--- config.mk ---
export PLATFORM = sky130hd
export DESIGN_NAME = chk_fifo
export DESIGN_NICKNAME = d
export VERILOG_FILES = /design/src/rtl/chk_fifo.sv
export SDC_FILE = /design/constraint.sdc
export NUM_CORES = 1
export LEC_CHECK = 0
export ABC_CLOCK_PERIOD_IN_PS = 3320
export BUFFER_PORTS_ARGS = -buffer_cell sky130_fd_sc_hd__buf_2
export CORE_AREA = 5 5 46 78
export CTS_CLUSTER_DIAMETER = 40
export DETAILED_ROUTE_END_ITERATION = 8
export DIE_AREA = 0 0 51 83
export PLACE_DENSITY = 0.82
export SLEW_MARGIN = 20
export SYNTH_ARGS = -nofsm -noshare
export SYNTH_HDL_FRONTEND = slang
export SYNTH_SLANG_ARGS = --single-unit
--- constraint.sdc ---
create_clock -name clk -period 3.32 [get_ports clk]
set_input_delay 0.332 -clock clk [delete_from_list [all_inputs] [get_ports clk]]
set_output_delay 0.332 -clock clk [all_outputs]
set_load 0.005 [all_outputs]
--- src/rtl/chk_fifo.sv ---
// Small synchronous FIFO; pointers carry one extra bit to tell full from empty.
module chk_fifo #(
  parameter int DEPTH = 4,
  parameter int WIDTH = 8
) (
  input  logic             clk,
  input  logic             rst,
  input  logic             push,
  input  logic             pop,
  input  logic [WIDTH-1:0] wdata,
  output logic [WIDTH-1:0] rdata,
  output logic             full,
  output logic             empty
);

  localparam int AW = $clog2(DEPTH);

  logic [WIDTH-1:0] mem [DEPTH];
  logic [AW:0]      wptr;
  logic [AW:0]      rptr;
  logic             do_push;
  logic             do_pop;

  assign do_push = push && !full;
  assign do_pop  = pop && !empty;

  always_ff @(posedge clk or posedge rst) begin
    if (rst) begin
      wptr <= '0;
      rptr <= '0;
    end else begin
      if (do_push) wptr <= wptr + 1'b1;
      if (do_pop)  rptr <= rptr + 1'b1;
    end
  end

  // NOTE: storage is not reset; the empty flag already marks its contents invalid.
  always_ff @(posedge clk) begin
    if (do_push) mem[wptr[AW-1:0]] <= wdata;
  end

  assign rdata = mem[rptr[AW-1:0]];
  assign empty = (wptr == rptr);
  assign full  = (wptr[AW] != rptr[AW]) && (wptr[AW-1:0] == rptr[AW-1:0]);

endmodule

==> results of run 1 <==
==> stage by stage <==
stage / total power (uW) / instance area [sq um] / util (%) / instances
floorplan: 1190 / 1660 / - / 91
global placement: 1360 / 1780 / 61.5 / 138
detailed placement: 1380 / 1780 / 61.5 / 138
CTS: 1690 / 1880 / 65.0 / 147
global route: 1790 / 1880 / 65.0 / 147
finish: 1680 / 1880 / 65.0 / 147
==> placed cells by master (no fill, tap or decap), drive strengths merged <==
cell type / netlist / layout
buf: 2 / 21
clkbuf: 0 / 7
nor2: 1 / 1
nand2b: 2 / 2
xnor2: 5 / 5
nor3: 1 / 1
and3: 3 / 3
clkinv: 0 / 1
dlygate4sd3: 0 / 1
a31oi: 2 / 2
inv: 5 / 5
nand2: 1 / 1
ha: 5 / 5
edfxtp: 32 / 32
xor2: 4 / 4
a21oi: 4 / 4
a21o: 1 / 1
and2: 1 / 1
nand3: 2 / 2
mux4: 8 / 8
o31ai: 4 / 4
a211oi: 2 / 2
dfrtp: 6 / 6
==> flip-flops by register name, indices dropped and copies added, names as in the netlist <==
signal,count
mem,32
rptr,3
wptr,3
==> kinds of logic (layout without fill, tap and decap cells) <==
group	Yosys count	in the layout	share of synthesized area (%)
buffers and inverters	7	35	2.11
muxes	8	8	12.0
DFF	38	38	67.0
xor gates and xnor gates	9	9	5.66
AOI/OAI and AO/OA	13	13	5.51
and+or+nand+nor	11	11	3.92
adders and majority gates	5	5	3.77
==> power groups by stage <==
stage	Combinational, uW	Sequential [uW]	Clock (uW)
finish	591	769	317
global route	656	786	344
CTS	602	772	319
detailed placement	599	783	0
global placement	583	776	0
floorplan	479	715	0
==> worst max-delay path, delay by kind of cell, from the launching register on <==
family / cells / cell delay [ns]
DFF: 1 / 0.63
xor gates and xnor gates: 1 / 0.57
buffers and inverters: 2 / 0.20
and+or+nand+nor: 1 / 0.18
==> synthesized netlist by cell type <==
cell type,instances
a211oi_1,2
a21o_1,1
a21oi_1,4
a31oi_1,1
a31oi_2,1
and2_1,1
and3_1,3
buf_2,1
buf_6,1
dfrtp_1,6
edfxtp_1,32
ha_1,5
inv_1,5
mux4_1,5
mux4_2,3
nand2_1,1
nand2b_1,2
nand3_1,1
nand3_2,1
nor2_1,1
nor3_1,1
o31ai_1,4
xnor2_1,5
xor2_1,2
xor2_2,2
==> worst max path at each step <==
stage | to | slack [ns]
floorplan | mem[0][0] | 1.77
global placement | mem[3][7] | 1.33
detailed placement | mem[1][0] | 1.23
CTS | full | 1.09
global route | full | 0.94
finish | full | 1.11
==> per-layer routing <==
metal	global-route usage, %	vias up
met2	26.6	19
met3	3.41	6
met5	0	-
met4	5.88	0
li1	-	411
met1	15.8	419
==> timing repair <==
action	4_1_cts	5_1_grt
endpoints found under the hold margin	6	0
hold buffers	1	0
setup buffers	0	0
==> cell type report <==
type	instances	share of cell area, %
Sequential cell	38	59.0
Tap cell	28	1.86
Clock inverter	1	0.266
Timing Repair Buffer	22	6.11
Inverter	5	0.997
Multi-Input combinational cell	46	27.2
Clock buffer	7	4.58
==> flow_summary.ini, run 1 <==
[synth]
synth_area_per_cell_sq_um = 18.2
synth_warnings = 0
syn_area_sq_um = 1660
synth_nets = 108
yosysTopAreaCell = edfxtp_1
yosysUniqueCellTypes = 25
syn_inst = 91
yosysSeqAreaShare_pct = 67.0
ys_ff_latch = 38
synth.top_cells.by_area = edfxtp_1, dfrtp_1, mux4_1
synth_top_area_share_pct = 58.0

[final_layout]
seqCellArea_sq_um = 1110
fin_nets = 135
num_antenna_cells = 0
fillers = 211
drive_above_1_share_pct = 29.4
multiInputGateArea_sq_um = 512
syn_to_final_growth_pct = 13.6

[die]
rows = 26
die_w_um = 51
die_h_um = 83
core_sq_um = 2900
initial_core_util_pct = 57.3
die-area_sq_um = 4230
ios = 22

[global_routing]
grt_start_max_net_pins = 15
grt_use_total_pct = 14.7
grt_first_pass_wirelength_um = 4550
grt_overflow = 0
grt_antenna_before_repair = 0
grt_pass1_vias = 929

[setup_path]
cp-start-kind = register
r2r_setup_slack_ns = 1.26
max_stage_delay_ns = 0.63
rr_startpoint = rptr[0]
crit_path_end_kind = primary output
cp-startpoint = rptr[0]
rr_worst_depth = 3
arrival_ns = 1.87
crit_type = reg -> out
r2r_end = mem[2][5]
cp.required_ns = 2.99
path_cells = xnor2_1, nand3_2, inv_1, buf_2
worstPathMaxFanout = 12
cp_slowest_cell = dfrtp_1

[min_path]
hold_path_class = in -> reg
min_to = mem[1][2]
hp-start = wdata[2]
hold_depth = 1

[timing]
fmax_mhz = 453
tightest_slew_ns = 0.694
rsz0062_at_grt = false
setup_ws_ns = 1.11
relSlewSlack_pct = 53.7
finalCriticalPeriod_ns = 2.21
period_share_pct = 66.4
setup_viol = 0
skew_ns = 0.00177
tns_ns = 0
hold_ws_ns = 0.262
finalHoldViolCount = 0
maxSlewViolCount = 0

[detailed_routing]
avgRoutedWirePerCell_um = 18.7
drt_iter0_drc = 6
top_layer = met4
drt-met1-wl_um = 972
vias_per_cell = 5.82
vias = 855
drt_wl_total_um = 2740
wl_met2_um = 1620
drc = 0
met3WireLength_um = 103
ant_nets = 0
dr.pass1.iters = 6

[clock_tree]
path_clk_slew_ns = 0.07
cts_tree = yes
numCtsBuffers = 5
htreeDepth = 2
cts-root-buf = clkbuf_8
cts_resized = 0
clk_latency_ns = 0.28
cts_max_path_buffers = 2
clock-sinks = 38

[power_and_ir_drop]
p_sw_uw = 570
intPower_uw = 1110
switching_share_pct = 34.0
comb_power_share_pct = 35.2
power_density_nw_per_um2 = 890
seq_power_share_pct = 45.9
p_leak_uw = 0.000724
p_clk_share_pct = 18.9
ir_drop_v = 0.000555

[placed_design]
place_ws_ns = 1.23
place_congestion = 0.742
portBuffers = 21
dp_hpwl_um = 2050

[run]
max-cap-violations = 0

[outcome]
status = completed
Note: power is estimated with default switching activity, not from simulation.
==> inputs of run 2 (changes only) <==
- ABC_CLOCK_PERIOD_IN_PS: 3320 -> 2200
- CORE_AREA: 5 5 46 78 -> 5 5 48 80
- DIE_AREA: 0 0 51 83 -> 0 0 53 85
- PLACE_DENSITY: 0.82 -> 0.77
- clock period: 3.32 -> 2.2 ns (I/O delays scaled with it)
==> run 2 against run 1 <==
Register-to-register slack got worse by 0.92 ns. Critical path type unchanged. Sequential share of layout area shrank 0.70 points. Core utilization down 4.4 points. Largest power group unchanged.
==> flow_summary.ini, run 2 (synthesis gave the netlist of run 1 again) <==
[outcome]
status = completed

[die]
initial_core_util_pct = 52.8
die_w_um = 53
ios = 22
rows = 27
core_sq_um = 3140
die_h_um = 85
die-area_sq_um = 4510

[final_layout]
largest_register_ffs = 32
num_antenna_cells = 0
syn_to_final_growth_pct = 14.9
layout_commonest_cell = edfxtp_1
drive_above_1_share_pct = 28.9
fin_nets = 137
fin_cells = 164
layout_common_cells = edfxtp_1, buf_2, dfrtp_1

[global_routing]
grt_use_total_pct = 14.5
grt_first_pass_wirelength_um = 4530
grt_overflow = 0
grt_antenna_before_repair = 0
grt_start_max_net_pins = 14
grt_pass1_vias = 982

[timing]
skew_ns = 0.00813
rsz0062_at_grt = false
setup_viol = 0
tns_ns = 0
period_share_pct = 90.0
finalCriticalPeriod_ns = 1.98
maxSlewViolCount = 0
relSlewSlack_pct = 59.3
tightest_slew_ns = 0.608
fmax_mhz = 505
hold_ws_ns = 0.155
finalHoldViolCount = 0

[power_and_ir_drop]
power_density_nw_per_um2 = 1340
ir_drop_v = 0.000887
p_leak_uw = 0.000725

[clock_tree]
numCtsBuffers = 5
cts_setup_buffers = 0
clk_latency_ns = 0.28
htreeDepth = 2
cts_max_path_buffers = 2
cts-root-buf = clkbuf_8
clock-sinks = 38
cts_tree = yes
path_clk_slew_ns = 0.07

[placed_design]
portBuffers = 21
dp_hpwl_um = 2150
place_inst = 155
place_congestion = 0.822

[min_path]
hp-start = wdata[0]
hold_path_class = in -> reg

[setup_path]
arrival_ns = 1.76
cp_slowest_cell = mux4_1
max_stage_delay_ns = 0.58
cp-startpoint = rptr[0]
crit_path_end_kind = primary output
crit_type = reg -> out
cp.required_ns = 1.98
rr_startpoint = wptr[0]
path_cells = buf_4, mux4_1, buf_2
r2r_setup_slack_ns = 0.34
cp-start-kind = register
worstPathMaxFanout = 8

[detailed_routing]
drt_iter0_drc = 13
vias = 899
dr.pass1.iters = 4
vias_per_cell = 5.48
drt_wl_total_um = 2870
avgRoutedWirePerCell_um = 17.5
ant_nets = 0
drc = 0

[run]
max-cap-violations = 0
-- run 2: layout make-up --
class / instances / area (sq um)
tap: 43 / 53.8
timing repair buffer: 24 / 130
clock buffer: 8 / 80.1
multi-input combinational: 46 / 512
sequential: 38 / 1110
inverter: 5 / 18.8
fill: 247 / 1240
-- run 2: path summary, 6_finish.rpt --
kind,endpoint,depth (start not counted)
max,rdata[1],3
min,mem[3][0],1
max reg2reg,mem[1][0],3
min reg2reg,wptr[2],1
max in group asynchronous,wptr[1],3
min in group asynchronous,wptr[2],3
-- run 2: repair_timing --
item,4_1_cts,5_1_grt
endpoints found under the hold margin,6,0
hold buffers,1,0
resized for setup,0,0
-- run 2: where the power goes --
part	switching (uW)	total, uW	internal (uW)
logic	542	1010	464
registers	128	1100	974
clock network	211	436	225
-- run 2: layer usage --
layer | up-vias | routed length (um) | global-route usage (%)
li1 | 416 | - | -
met1 | 456 | 975 | 13.9
met2 | 21 | 1710 | 26.0
met3 | 6 | 126 | 4.75
met4 | 0 | 63 | 7.44
met5 | - | 0 | 0
-- run 2: critical path, delay by kind of cell, from the launching register on --
family | cells | cell delay, ns
mux | 1 | 0.58
flops | 1 | 0.49
buf+inv | 2 | 0.41
-- run 2: metrics by stage --
step	instance area [sq um]	power, uW	setup slack (ns)	util (%)
3_5_place_dp	1820	2130	0.364	57.8
5_1_grt	1910	2700	0.130	60.7
6_report	1910	2540	0.219	60.7
3_3_place_gp	1820	2080	0.464	57.8
4_1_cts	1910	2570	0.202	60.7
2_1_floorplan	1660	1800	0.654	-
